--- src/rtl/t03_clock_alarm_reader.sv ---
// t03_clock_alarm_reader
//   Consumes the free-running 32-bit tick counter from the hardware clock
//   block. Exposes it to the CPU over a req/ack register bus and raises a
//   level interrupt when the counter reaches a programmable compare value.
//   The compare value can optionally be reloaded periodically.
//
// Ports
//   clk         system clock
//   rst         synchronous, active-high reset
//   tick_count  tick counter input (increments by 1, holds between ticks)
//   bus_req     access request, held until bus_ack is seen
//   bus_we      1 = write, 0 = read
//   bus_addr    word index: 0 COUNT, 1 COMPARE, 2 PERIOD, 3 CTRL, 4 STATUS
//   bus_wdata   write data
//   bus_ack     one-cycle access acknowledge
//   bus_rdata   read data, valid in the bus_ack cycle only, else 0
//   irq         registered STATUS.pending & CTRL.irq_en
//
// Configuration
//   T03_ALARM_OVERRUN_EN  adds STATUS bit1 overrun (match while pending set)

module t03_clock_alarm_reader #(
   parameter logic [31:0] COMPARE_RST = 32'hFFFF_FFFF,
   parameter logic [31:0] PERIOD_RST  = 32'd1000
) (
   input  logic        clk,
   input  logic        rst,
   input  logic [31:0] tick_count,
   input  logic        bus_req,
   input  logic        bus_we,
   input  logic [2:0]  bus_addr,
   input  logic [31:0] bus_wdata,
   output logic        bus_ack,
   output logic [31:0] bus_rdata,
   output logic        irq
);

   typedef enum logic [1:0] {IDLE, RESP, RELEASE} state_t;

   state_t      state, state_nxt;
   logic        we_q;
   logic [2:0]  addr_q;
   logic [31:0] wdata_q;
   logic [31:0] count_q;

   logic [31:0] compare;
   logic [31:0] period;
   logic [2:0]  ctrl;       // bit0 enable, bit1 periodic, bit2 irq_en
   logic        pending;
   logic        overrun;
   logic [31:0] prev_tick;

   logic        tick_event;
   logic        match;
   logic        wr;
   logic [31:0] rd_mux;

   assign tick_event = (tick_count != prev_tick);
   assign match      = ctrl[0] & tick_event & (tick_count == compare);
   assign wr         = (state == RESP) & we_q;

   always_ff @(posedge clk) begin
      if (rst) state <= IDLE;
      else     state <= state_nxt;
   end

   // Access attributes and COUNT snapshot are taken in the request cycle.
   always_ff @(posedge clk) begin
      if (rst) begin
         we_q    <= 1'b0;
         addr_q  <= '0;
         wdata_q <= '0;
         count_q <= '0;
      end else if (state == IDLE && bus_req) begin
         we_q    <= bus_we;
         addr_q  <= bus_addr;
         wdata_q <= bus_wdata;
         count_q <= tick_count;
      end
   end

   always_comb begin
      case (addr_q)
         3'd0:    rd_mux = count_q;
         3'd1:    rd_mux = compare;
         3'd2:    rd_mux = period;
         3'd3:    rd_mux = {29'd0, ctrl};
         3'd4:    rd_mux = {30'd0, overrun, pending};
         default: rd_mux = '0;
      endcase
   end

   // Ack is masked by rst so a reset landing in the response cycle
   // aborts the access without a visible acknowledge.
   always_comb begin
      state_nxt = state;
      bus_ack   = 1'b0;
      bus_rdata = '0;
      case (state)
         IDLE:    if (bus_req) state_nxt = RESP;
         RESP: begin
            bus_ack   = ~rst;
            bus_rdata = rst ? '0 : rd_mux;
            state_nxt = RELEASE;
         end
         RELEASE: if (!bus_req) state_nxt = IDLE;
         default: state_nxt = IDLE;
      endcase
   end

   // CPU writes are applied after the hardware updates so they take priority,
   // except for pending/overrun where a match (set) beats the W1C clear.
   always_ff @(posedge clk) begin
      if (rst) begin
         compare   <= COMPARE_RST;
         period    <= PERIOD_RST;
         ctrl      <= '0;
         pending   <= 1'b0;
         prev_tick <= '0;
      end else begin
         prev_tick <= tick_count;
         if (match) begin
            if (ctrl[1]) compare <= compare + period;
            else         ctrl[0] <= 1'b0;
         end
         if (wr) begin
            case (addr_q)
               3'd1: compare <= wdata_q;
               3'd2: period  <= wdata_q;
               3'd3: ctrl    <= wdata_q[2:0];
               3'd4: if (wdata_q[0]) pending <= 1'b0;
               default: ;
            endcase
         end
         if (match) pending <= 1'b1;
      end
   end

`ifdef T03_ALARM_OVERRUN_EN
   always_ff @(posedge clk) begin
      if (rst) begin
         overrun <= 1'b0;
      end else if (match && pending) begin
         overrun <= 1'b1;
      end else if (wr && addr_q == 3'd4 && wdata_q[1]) begin
         overrun <= 1'b0;
      end
   end
`else
   assign overrun = 1'b0;
`endif

   always_ff @(posedge clk) begin
      if (rst) irq <= 1'b0;
      else     irq <= pending & ctrl[2];
   end

endmodule

--- config.mk ---
export PLATFORM = sky130hd
export DESIGN_NAME = t03_clock_alarm_reader
export DESIGN_NICKNAME = d
export VERILOG_FILES = /design/src/rtl/t03_clock_alarm_reader.sv
export SDC_FILE = /design/constraint.sdc
export NUM_CORES = 1
export LEC_CHECK = 0
export CORE_ASPECT_RATIO = 0.7
export CORE_MARGIN = 2
export CORE_UTILIZATION = 30
export CTS_CLUSTER_DIAMETER = 30
export CTS_CLUSTER_SIZE = 8
export DETAILED_ROUTE_END_ITERATION = 16
export PLACE_DENSITY_LB_ADDON = 0.1
export SLEW_MARGIN = 20
export SYNTH_ARGS = -nofsm -noshare
export SYNTH_HDL_FRONTEND = slang
export SYNTH_SLANG_ARGS = --single-unit
--- constraint.sdc ---
create_clock -name clk -period 9 [get_ports clk]
set_clock_uncertainty 0.05 [all_clocks]
set_input_delay 2.7 -clock clk [delete_from_list [all_inputs] [get_ports clk]]
set_output_delay 2.7 -clock clk [all_outputs]
set_load 0.02 [all_outputs]
==> results of run 1 <==
critical path, delay by kind of cell:
family | cells | cell delay (ns)
and+or+nand+nor | 2 | 0.63
buffers and inverters | 3 | 1.42
area by class of cell:
type	instances	area (um^2)
Sequential cell	171	3420
Clock buffer	18	429
Timing Repair Buffer	118	1140
Clock inverter	14	136
Tap cell	412	515
Fill cell	3220	19000
Multi-Input combinational cell	949	5560
Inverter	9	33.8
worst min-delay path by stage:
stage	from	to	slack (ns)	depth (start not counted)
6_report	count_q[11]	count_q[11]	0.41	2
3_3_place_gp	count_q[30]	count_q[30]	0.39	2
5_1_grt	count_q[30]	count_q[30]	0.43	2
4_1_cts	count_q[11]	count_q[11]	0.41	2
2_1_floorplan	count_q[0]	count_q[0]	0.38	2
3_5_place_dp	count_q[11]	count_q[11]	0.40	2
logic make-up after synthesis:
logic type,Yosys count,synth area share [%]
AND/OR/NAND/NOR,505,24.1
adder cells (fa/ha/maj),32,4.39
buffers and inverters,89,3.60
XOR/XNOR,87,8.20
AO/OA/AOI/OAI,284,18.0
multiplexers,41,4.85
flip-flops,171,36.8
cell usage after synthesis (10+ instances only):
master | number | area [um^2]
sky130_fd_sc_hd__nand2_1 | 253 | 950
sky130_fd_sc_hd__a21oi_1 | 180 | 901
sky130_fd_sc_hd__dfxtp_1 | 171 | 3420
sky130_fd_sc_hd__nor2_1 | 106 | 398
sky130_fd_sc_hd__clkbuf_1 | 73 | 274
sky130_fd_sc_hd__xor2_1 | 45 | 394
sky130_fd_sc_hd__xnor2_1 | 42 | 368
sky130_fd_sc_hd__nor2b_1 | 41 | 257
sky130_fd_sc_hd__mux2i_1 | 36 | 360
sky130_fd_sc_hd__ha_1 | 31 | 388
sky130_fd_sc_hd__o21ai_0 | 26 | 130
sky130_fd_sc_hd__nand4_1 | 19 | 119
sky130_fd_sc_hd__nor3_1 | 19 | 95.1
sky130_fd_sc_hd__nor4_1 | 19 | 119
sky130_fd_sc_hd__nand3_1 | 16 | 80.1
sky130_fd_sc_hd__a21o_1 | 12 | 90.1
sky130_fd_sc_hd__o211ai_1 | 12 | 90.1
sky130_fd_sc_hd__a211oi_1 | 10 | 75.1
stage by stage:
| step | instance area, um^2 | hold slack [ns] | power, mW | utilization (%) |
|---|---|---|---|---|
| floorplan | 9290 | 0.383 | 0.938 | - |
| global placement | 10700 | 0.392 | 1.04 | 35.3 |
| detailed placement | 10700 | 0.398 | 1.04 | 35.3 |
| CTS | 11200 | 0.407 | 1.77 | 37.2 |
| global route | 11200 | 0.427 | 1.82 | 37.2 |
| finish | 11200 | 0.406 | 1.75 | 37.2 |
report_power, final:
| part | switching, mW | internal (mW) |
|---|---|---|
| Combinational | 0.125 | 0.0891 |
| Clock | 0.343 | 0.386 |
| Sequential | 0.0214 | 0.785 |
| Total | 0.489 | 1.26 |
flip-flops by register name, indices dropped and copies added, names as in the netlist:
register   count
irq            1
addr_q         3
prev_tick     32
we_q           1
count_q       32
ctrl           3
period        32
wdata_q       32
compare       32
pending        1
state          2
per-layer routing:
layer,vias to the layer above,global-route usage (%)
met5,-,0
met4,0,4.65
met3,22,4.40
met2,249,29.4
met1,4045,32.8
li1,4296,-
==> impl.org, run 1 <==
** STA
- The smallest clock period supported by the final layout is computed as 7.55 ns.
- Headroom to the max-slew limit came out at between 30 and 40%.
- Final setup viols :: 0
- Final period utilization :: 83.8%
- Highest achievable clock rate :: 133 MHz
- Number of max-slew violations in the final report :: 0
- Setup WS post-layout :: 1.45 ns
- Slew at the pin closest to its max-slew limit :: ~1.0 ns
- Adding up every negative setup slack in the final design gives 0 ns.
- Setup repair after global routing left no endpoint under its margin.
- The number of hold violations in the final report was 0.

** Yosys
- Counting distinct cell types in the post-synthesis netlist gives 58.
- Post-synthesis async set-or-reset flop share :: 0%
- The synthesized design contains 0 enable-type register cells.
- The synthesized design contains roughly 170 register bits.
- Mean Syn Cell Area :: 7.68 um^2
- Post-synthesis sequential area ratio :: a little under two fifths
- Summing every instance area after synthesis gives a little over 9000 um^2.
- Post-synthesis net count :: 1,312
- After technology mapping, the gate count stands at approximately 1,200.
- Count of warnings emitted by yosys :: 0
- In the synthesized netlist the dominant register cell turns out to be sky130_fd_sc_hd__dfxtp_1.

** Place
- The congestion estimate from routability-driven global placement came to 0.869.
- The wire-length estimate of the detail-placed layout is 24.4 mm.
- Before CTS, the worst setup slack after placement is 1.43 ns.
- Cell count after placement :: ~1,700
- The count of buffers added on input and output ports is 104.

** Route
- Detailed Route WL :: 34.0 mm
- Met1 layer wirelength in the final routing :: 17.9 mm
- Sum of met2 wire segment lengths after detailed routing :: 13.3 mm
- Number of optimization iterations in the first detailed-route pass :: 5
- Once detail routing completed, the nets flagged for antenna violations numbered 0.
- Drt wl/cell :: 20.1 um
- The final route contains between 8,000 and 9,000 vias.
- First-iteration detailed-routing DRC count :: ~600
- After detailed routing, the met3 layer carries 2.39 mm of wire.
- DRC violation count after routing :: 0
- The highest metal layer carrying signal wires in the routed design is met4.
- After detailed routing, the number of vias per cell comes to around 5.1.

** Clock tree
- Later-pin clock latency in the skew report :: 0.44 ns
- Clock transition at the register clock pins on the worst setup and hold paths after CTS :: ~0.07 ns
- The clock passes through at most 2 buffers.
- Clock sink count :: 171
- Buffers added to address setup during post-CTS repair amount to 0.
- Once the clock tree was built, the resizer swapped 0 gates to a different size.
- TritonCTS clock tree :: done
- The clock tree synthesis step divided the H-tree into 4 levels.
- Hold repair after CTS inserted 0 buffers.
- Clock root buffer :: sky130_fd_sc_hd__clkbuf_16
- Cts bufs inserted :: 17

** Critical path
- Crit path required time :: around 6.3 ns
- Critical Setup Path Class :: in -> out
- Terminus of the critical flop-to-flop path :: compare[26]
- Among the stages of the critical path, the cell type that occurs most often is sky130_fd_sc_hd__buf_4.
- Startpoint class of the critical path :: primary input
- Data arrival time of the worst path :: 4.80 ns
- STA classifies the critical path endpoint as an output pin.
- Crit path launch :: rst
- On the worst path, the slowest cell contributes a delay of 0.54 ns.
- CP Capture Point :: bus_rdata[28]
- Length in cells of the worst reg-to-reg path :: 10
- Along the worst path, the maximum fanout reaches between 50 and 60.
- Critical path, cell by cell :: buf_4 > or3_1 > buf_4 > nor2_1 > clkdlybuf4s50_1
- In this run the register-to-register setup slack is ~5.5 ns.
- The slowest stage of the critical path belongs to the cell sky130_fd_sc_hd__clkdlybuf4s50_1.
- The startpoint identified for the worst register-to-register timing path is compare[0].

** Floorplan
- For this design the top-level I/O count stands at ~110.
- The region available for standard cell placement spans 30,200 um^2.
- From left edge to right edge, the die measures 214 um.
- For this configuration, the core starts out at a cell density of a little under a third.
- The die covers 32,400 um^2.
- Vert. Die Dim :: 151 um
- Number of cell rows :: 53

** Final layout
- Leaving out fill and tap cells, the most frequent cell in the layout is sky130_fd_sc_hd__nand2_1.
- Final standard cell count with taps included and fillers excluded :: 1,691
- In the final layout, the share of cells above drive strength 1 is 5.24%.
- The repair_antennas step left the layout with diodes totalling 0.
- Commonest cells after routing, fill and taps aside :: sky130_fd_sc_hd__nand2_1, sky130_fd_sc_hd__a21oi_1, sky130_fd_sc_hd__dfxtp_1
- Area delta synth->final :: 21.0%
- Nets@finish :: 1,369

** Power and ir drop
- In this run the static leakage power is between 4 and 5 nW.
- In this run the power density over the cells is 156 nW/um^2.
- Worst voltage drop across the vdd grid :: 97.9 uV

** Global routing
- The first global-routing pass estimated slightly above 50 mm of wire.
- In the global route stage, overall resource usage came out at roughly a fifth.
- The number of antenna violations at the first check in global routing was 0.
- Largest net degree at the start of global routing :: between 50 and 60
- Vias in the first global route :: 8,172
- Overall overflow remaining after global route :: 0

** Worst hold path
- Worst hold path type :: reg -> reg

** Run status
- Status :: finished clean

** Run
- Max capacitance violation total :: 0
Note: power is estimated with default switching activity, not from simulation.
==> run 2, diff against run 1 <==
Clock period 9 ns to 7.9 ns, I/O delays scaled along.
==> run 2 against run 1 <==
Compared with the run above:
- sequential power up 15%
- final cell count fell by 0.12%
- hold slack improved by 0.0015 ns
- power up 18%
- via count up 0.20%
- critical path type unchanged
- critical endpoint is now bus_rdata[29]
- largest cell class unchanged
==> impl.org, run 2 (synthesized netlist as in run 1, its figures left out) <==
** Floorplan
- The die width is 214 um (unchanged).
- Initial core utilization :: 30.7% (unchanged)
- The core box area was 30,200 um^2 (unchanged).
- The number of placed I/O pins was 105 (unchanged).
- The vertical extent of the die was 151 um (unchanged).
- Floorplan die area :: 32,400 um^2 (unchanged)
- The cell row count came to 53 (unchanged).

** Global routing
- The wire length of the first global-routing pass is 51.3 mm (-0.16%).
- Vias in the first global route :: 8,036 (-1.7%)
- The sum of overflow across all layers after global routing came to 0 (unchanged).
- The number of antenna violations at the first check in global routing is 0 (unchanged).
- The overall track demand over capacity in global routing was 21.1% (-0.075 points).
- Largest net degree at the start of global routing :: 70 (+21%)

** Critical path
- Worst-path fanout max :: 48 (-7.7%)
- In this run the worst setup path begins at rst.
- The worst setup path is launched from a primary input.
- STA classifies the critical path endpoint as an output pin.
- Register-to-register setup slack :: 4.33 ns (-1.14 ns)
- The data required time at the worst endpoint was 5.48 ns (-0.77 ns).
- Terminus of the critical flop-to-flop path :: compare[26]
- The critical path is of the in -> out type.
- The arrival time at the worst endpoint was 4.43 ns (-0.37 ns).
- Length in cells of the worst reg-to-reg path :: 10 (unchanged)
- The startpoint identified for the worst register-to-register timing path is compare[0].
- The critical path ends at bus_rdata[29].

** Power and ir drop
- The power density over the cells came to 183 nW/um^2 (+18%).
- Worst voltage drop across the vdd grid :: 145 uV (+48%)
- Leakage Power :: 4.24 nW (+0.41%)

** Place
- Half-perimeter wire length of the detailed placement result :: 24.4 mm (-0.22%)
- Final GP Congestion :: 0.877 (+0.85%)
- I/O Buffers :: 104 (unchanged)
- The placed instance count is 1,656 (-0.18%).
- Post-placement worst setup slack :: 1.04 ns (-0.390 ns)

** Clock tree
- Number of gates resized after CTS :: 0 (unchanged)
- The maximum clock path buffer count is 2 (unchanged).
- Clock tree synthesis selected as its root buffer the cell sky130_fd_sc_hd__clkbuf_16.
- Clock sink count :: 171 (unchanged)
- Clock transition at the register clock pins on the worst setup and hold paths after CTS :: 0.07 ns (about the same)
- TritonCTS clock tree :: done
- The maximum level of the CTS H-tree was 4 (unchanged).
- The number of buffers created by CTS is 17 (unchanged).
- The number of buffers inserted by post-CTS setup repair was 0 (unchanged).
- Later-pin clock latency in the skew report :: 0.45 ns (about the same)
- The quantity of hold-fixing buffers added after cts is 0 (unchanged).

** Final layout
- Leaving out fill and tap cells, the most frequent cells in the layout are sky130_fd_sc_hd__nand2_1, sky130_fd_sc_hd__a21oi_1, sky130_fd_sc_hd__dfxtp_1.
- Most frequent standard cell in the layout excluding fill and tap cells :: sky130_fd_sc_hd__nand2_1
- The count of nets after finishing was 1,366 (-0.22%).
- The fraction of final layout cells sized beyond drive strength 1 was 5.09% (-0.14 points).
- Final standard cell count with taps included and fillers excluded :: 1,689 (-0.12%)
- The number of filler cells placed in the layout is 3,219 (-0.031%).
- From synthesis to final layout, the design area changed by 21.3%.

** STA
- Setup repair after global routing left no endpoint under its margin.
- The worst setup margin was 1.05 ns (-0.404 ns).
- Highest achievable clock rate :: around 150 MHz
- Final setup viols :: 0 (unchanged)
- The number of hold violations in the final report is 0 (unchanged).
- The max-slew violation total from the final report is 0 (unchanged).
- Max_slew headroom :: 33.0% (+2.7 points)
- Total negative slack for setup checks :: 0 ns (unchanged)
- The worst-margin pin slew came to 1.00 ns (-0.0402 ns).
- The worst path needs around 6.8 ns of the cycle, external delays included.
- Final period utilization :: about 87%

** Run
- Max capacitance violation total :: 0 (unchanged)

** Route
- The via count came to 8,629 (+0.20%).
- Detailed Route WL :: 33.8 mm (-0.41%)
- The number of DRC markers after the initial detailed-route iteration is 641 (+8.5%).
- Number of optimization iterations in the first detailed-route pass :: 5 (unchanged)
- Drt wl/cell :: 20.0 um (-0.29%)
- Detail-routed via count per cell :: 5.11 (+0.32%)
- The post-detailed-route count of antenna-violating nets came to 0 (unchanged).
- The remaining design rule violation count came to 0 (unchanged).

** Worst hold path
- The worst hold path belongs to the class reg -> reg.

** Run status
- Status :: finished clean
==> run 2: cell count changes in the layout (fill, tap and decap cells not counted), sizes merged <==
cell | previous run | this run
buf | 15 | 12
bufinv | 1 | 2
clkinv | 3 | 1
clkinvlp | 5 | 3
diode | 0 | 1
inv | 14 | 17
==> run 2: through the flow <==
| stage | utilization (%) | total power [mW] | hold slack (ns) | instance area (um^2) |
|---|---|---|---|---|
| after floorplan | - | 1.07 | 0.383 | 9290 |
| after global placement | 35.2 | 1.18 | 0.392 | 10700 |
| after detailed placement | 35.2 | 1.18 | 0.396 | 10700 |
| after CTS | 37.3 | 2.09 | 0.407 | 11300 |
| after global routing | 37.3 | 2.15 | 0.434 | 11300 |
| final | 37.3 | 2.06 | 0.407 | 11300 |
==> run 2: worst max-delay path, stage by stage <==
cell and delay [ns]:
sky130_fd_sc_hd__buf_4 0.27, sky130_fd_sc_hd__or3_1 0.65, sky130_fd_sc_hd__buf_4 0.32, sky130_fd_sc_hd__nor2_1 0.14, sky130_fd_sc_hd__clkdlybuf4s50_1 0.62
==> run 2: power by group <==
group / switching (mW) / internal [mW] / total [mW]
clock: 0.413 / 0.489 / 0.902
combinational: 0.136 / 0.100 / 0.237
sequential: 0.0295 / 0.894 / 0.924
total: 0.579 / 1.48 / 2.06
==> run 2: final cells by class <==
type	count	area, um^2	share of cell area (%)
sequential	171	3420	30.4
multi-input combinational	949	5560	49.3
clock buffer	18	439	3.90
antenna	1	2.50	0.0222
tap	412	515	4.57
timing repair buffer	115	1120	9.94
inverter	9	33.8	0.300
clock inverter	14	176	1.56
==> run 2: metal layers <==
metal  up-vias  share of wire [%]  GRT usage [%]  wire [um]
li1       4277                  -              -          -
met1      4099                 54           32.7      18200
met2       229                 39           29.3      13300
met3        24                5.5           4.30       1870
met4         0                1.2           4.83        391
met5         -                  0              0          0
==> run 2: worst min path at each step <==
| stage | start | endpoint | slack (ns) | cells after the start |
|---|---|---|---|---|
| finish | count_q[31] | count_q[31] | 0.41 | 2 |
| global route | count_q[28] | count_q[28] | 0.43 | 2 |
| floorplan | count_q[0] | count_q[0] | 0.38 | 2 |
| global placement | count_q[22] | count_q[22] | 0.39 | 2 |
| CTS | count_q[22] | count_q[22] | 0.41 | 2 |
| detailed placement | count_q[22] | count_q[22] | 0.40 | 2 |
==> run 3, diff against run 2 <==
Settings changed: PLACE_DENSITY set to 0.54, PLACE_DENSITY_LB_ADDON 0.1 to not set.
==> run 3 against run 2 <==
Compared with the run above:
- first-iteration DRC count rose by 44%
- maximum frequency rose by 8.8%
- wire length fell by 4.5%
- sequential share of layout area rose by 0.068 points
- worst setup slack improved by 0.56 ns
- final cell count did not move
- flip-flop and latch count did not move
==> impl.org, run 3 (synthesized netlist as in run 1, its figures left out) <==
** Route
- Detail-routed via count per cell :: 5.18 (+1.3%)
- The routed wire length per instance came to 19.1 um (-4.5%).
- DRC violation count after routing :: 0 (unchanged)
- Via Count :: 8,742 (+1.3%)
- First-iteration detailed-routing DRC count :: 921 (+44%)
- Number of nets still failing antenna checks after routing :: 0 (unchanged)
- The count of TritonRoute iterations in the first routing pass was 5 (unchanged).
- Detailed Route WL :: 32.3 mm (-4.5%)

** Clock tree
- The clock net sink count is 171 (unchanged).
- Cts bufs inserted :: 17 (unchanged)
- The number of buffers inserted by post-CTS setup repair was 0 (unchanged).
- The maximum clock path buffer count was 2 (unchanged).
- The root buffer cell chosen for the clock tree is sky130_fd_sc_hd__clkbuf_16.
- Hold buffer count at cts :: 0 (unchanged)
- Later-pin clock latency in the skew report :: 0.44 ns (about the same)
- Clock transition at the register clock pins on the worst setup and hold paths after CTS :: 0.07 ns (about the same)
- TritonCTS built the clock tree.
- The maximum level of the CTS H-tree is 4 (unchanged).
- Number of gates resized after CTS :: 0 (unchanged)

** Final layout
- Nets@finish :: 1,366 (unchanged)
- The library cells used most frequently in the layout, excluding fill and tap cells, are sky130_fd_sc_hd__nand2_1, sky130_fd_sc_hd__a21oi_1, sky130_fd_sc_hd__dfxtp_1.
- Proportion of layout cells with a drive suffix above 1 :: 5.02% (-0.078 points)
- Leaving out fill and tap cells, the most frequent cell in the layout is sky130_fd_sc_hd__nand2_1.
- Area delta synth->final :: 21.1%
- Fill cell instance count of the final layout :: 3,213 (-0.19%)

** STA
- The worst-margin pin slew was 1.04 ns (+0.0385 ns).
- Post-route minimum period :: 6.29 ns (-0.556 ns)
- Number of max-slew violations in the final report :: 0 (unchanged)
- Worst slack on hold paths :: 0.405 ns (-0.00277 ns)
- The fraction of the cycle the final worst path needs came to 79.7% (-7.0 points).
- Setup WS post-layout :: 1.61 ns (+0.556 ns)
- Highest achievable clock rate :: 159 MHz (+8.8%)
- Setup repair after global routing left no endpoint under its margin.
- The total negative slack was 0 ns (unchanged).
- The number of hold violations in the final report was 0 (unchanged).
- The relative slew slack was 30.6% (-2.4 points).
- The final setup violation count is 0 (unchanged).

** Power and ir drop
- The power density over the cells came to 181 nW/um^2 (-1.3%).
- Worst voltage drop across the vdd grid :: 135 uV (-7.2%)
- Leakage Power :: 4.24 nW (-0.16%)

** Place
- Half-perimeter wire length of the detailed placement result :: 23.2 mm (-5.0%)
- Post-placement worst setup slack :: 1.60 ns (+0.558 ns)
- Final GP Congestion :: 0.891 (+1.6%)
- The number of input and output port buffers inserted came to 104 (unchanged).

** Critical path
- The worst setup path is launched from a primary input.
- The worst setup path is of the in -> out kind.
- Buf/Inv on CP :: 3 (unchanged)
- Walking the worst path, the cells encountered are buf_4 > or3_1 > buf_4 > nor2b_1 > clkdlybuf4s50_1.
- Peak per-stage delay on the critical path :: 0.61 ns (-0.04 ns)
- Crit path required time :: 5.48 ns (about the same)
- The arrival time at the worst endpoint is 3.87 ns (-0.56 ns).
- The worst-path maximum fanout was 31 (-35%).
- Cell repeated most along the worst path :: sky130_fd_sc_hd__buf_4
- On the critical path, the stage with the largest delay is an instance of sky130_fd_sc_hd__clkdlybuf4s50_1.
- Worst Setup End Kind :: output pin
- Delay-heaviest family, CP :: buffers and inverters

** Global routing
- The overall track demand over capacity in global routing was 19.8% (-1.3 points).
- The wire length of the first global-routing pass is 49.1 mm (-4.4%).
- The number of antenna violations at the first check in global routing came to 0 (unchanged).
- Largest net degree at the start of global routing :: 95 (+36%)
- Vias in the first global route :: 8,004 (-0.40%)
- Overall overflow remaining after global route :: 0 (unchanged)

** Run
- Max capacitance violation total :: 0 (unchanged)

** Worst hold path
- In this run the worst hold path is classified as reg -> reg.

** Floorplan
- The core box area is 30,200 um^2 (unchanged).
- Floorplan die area :: 32,400 um^2 (unchanged)
- The cell row count is 53 (unchanged).
- Vert. Die Dim :: 151 um (unchanged)
- Ports placed on the boundary :: 105 (unchanged)
- Initial core utilization :: 30.7% (unchanged)
- Die Wd :: 214 um (unchanged)

** Run status
- The run finished with clean final reports.
[run 3: cell count changes in the layout (fill, tap and decap cells not counted), sizes merged]
cell	previous run	this run
clkinv	1	4
inv	17	15
clkinvlp	3	2
[run 3: cell type report]
cell class	count	area, um^2	share of cell area (%)
well taps	412	515	4.58
clock buffers	18	429	3.82
flip-flops and latches	171	3420	30.4
diodes	1	2.50	0.0222
multi-input cells	949	5560	49.4
inverters	9	33.8	0.300
repair buffers	115	1120	9.97
clock inverters	14	161	1.43
[run 3: worst reg2reg max path, delay by kind of cell (launching register included)]
family	cells	cell delay, ns
simple gates	4	2.39
flops	1	0.85
compound gates	1	0.20
[run 3: worst paths after layout]
check                   start  cells past startpoint      endpoint  slack, ns
hold / removal    count_q[20]                      2   count_q[20]       0.40
setup reg to reg    addr_q[0]                      5   compare[16]       4.33
hold reg to reg   count_q[20]                      2   count_q[20]       0.40
setup / recovery          rst                      5  bus_rdata[1]       1.61
[run 3: per-layer routing]
metal  up-vias  track usage [%]  part of all wire [%]
li1       4277                -                     -
met1      4142             30.7                    51
met2       303             28.2                    40
met3        20             3.67                   7.6
met4         0             3.92                  0.88
met5         -                0                     0
[run 3: power breakdown]
group          total, mW  leakage [nW]  switching (mW)  internal (mW)
Sequential         0.921          1.40          0.0270          0.894
Combinational      0.240          2.55           0.138          0.101
Clock              0.870         0.287           0.395          0.475
[run 3: stage by stage]
step,instances,power [mW],area (um^2),util [%]
3_3_place_gp,1656,1.18,10700,35.2
6_report,1689,2.03,11200,37.2
4_1_cts,1688,2.04,11200,37.2
5_1_grt,1688,2.10,11200,37.2
3_5_place_dp,1656,1.18,10700,35.2
2_1_floorplan,1209,1.07,9290,-
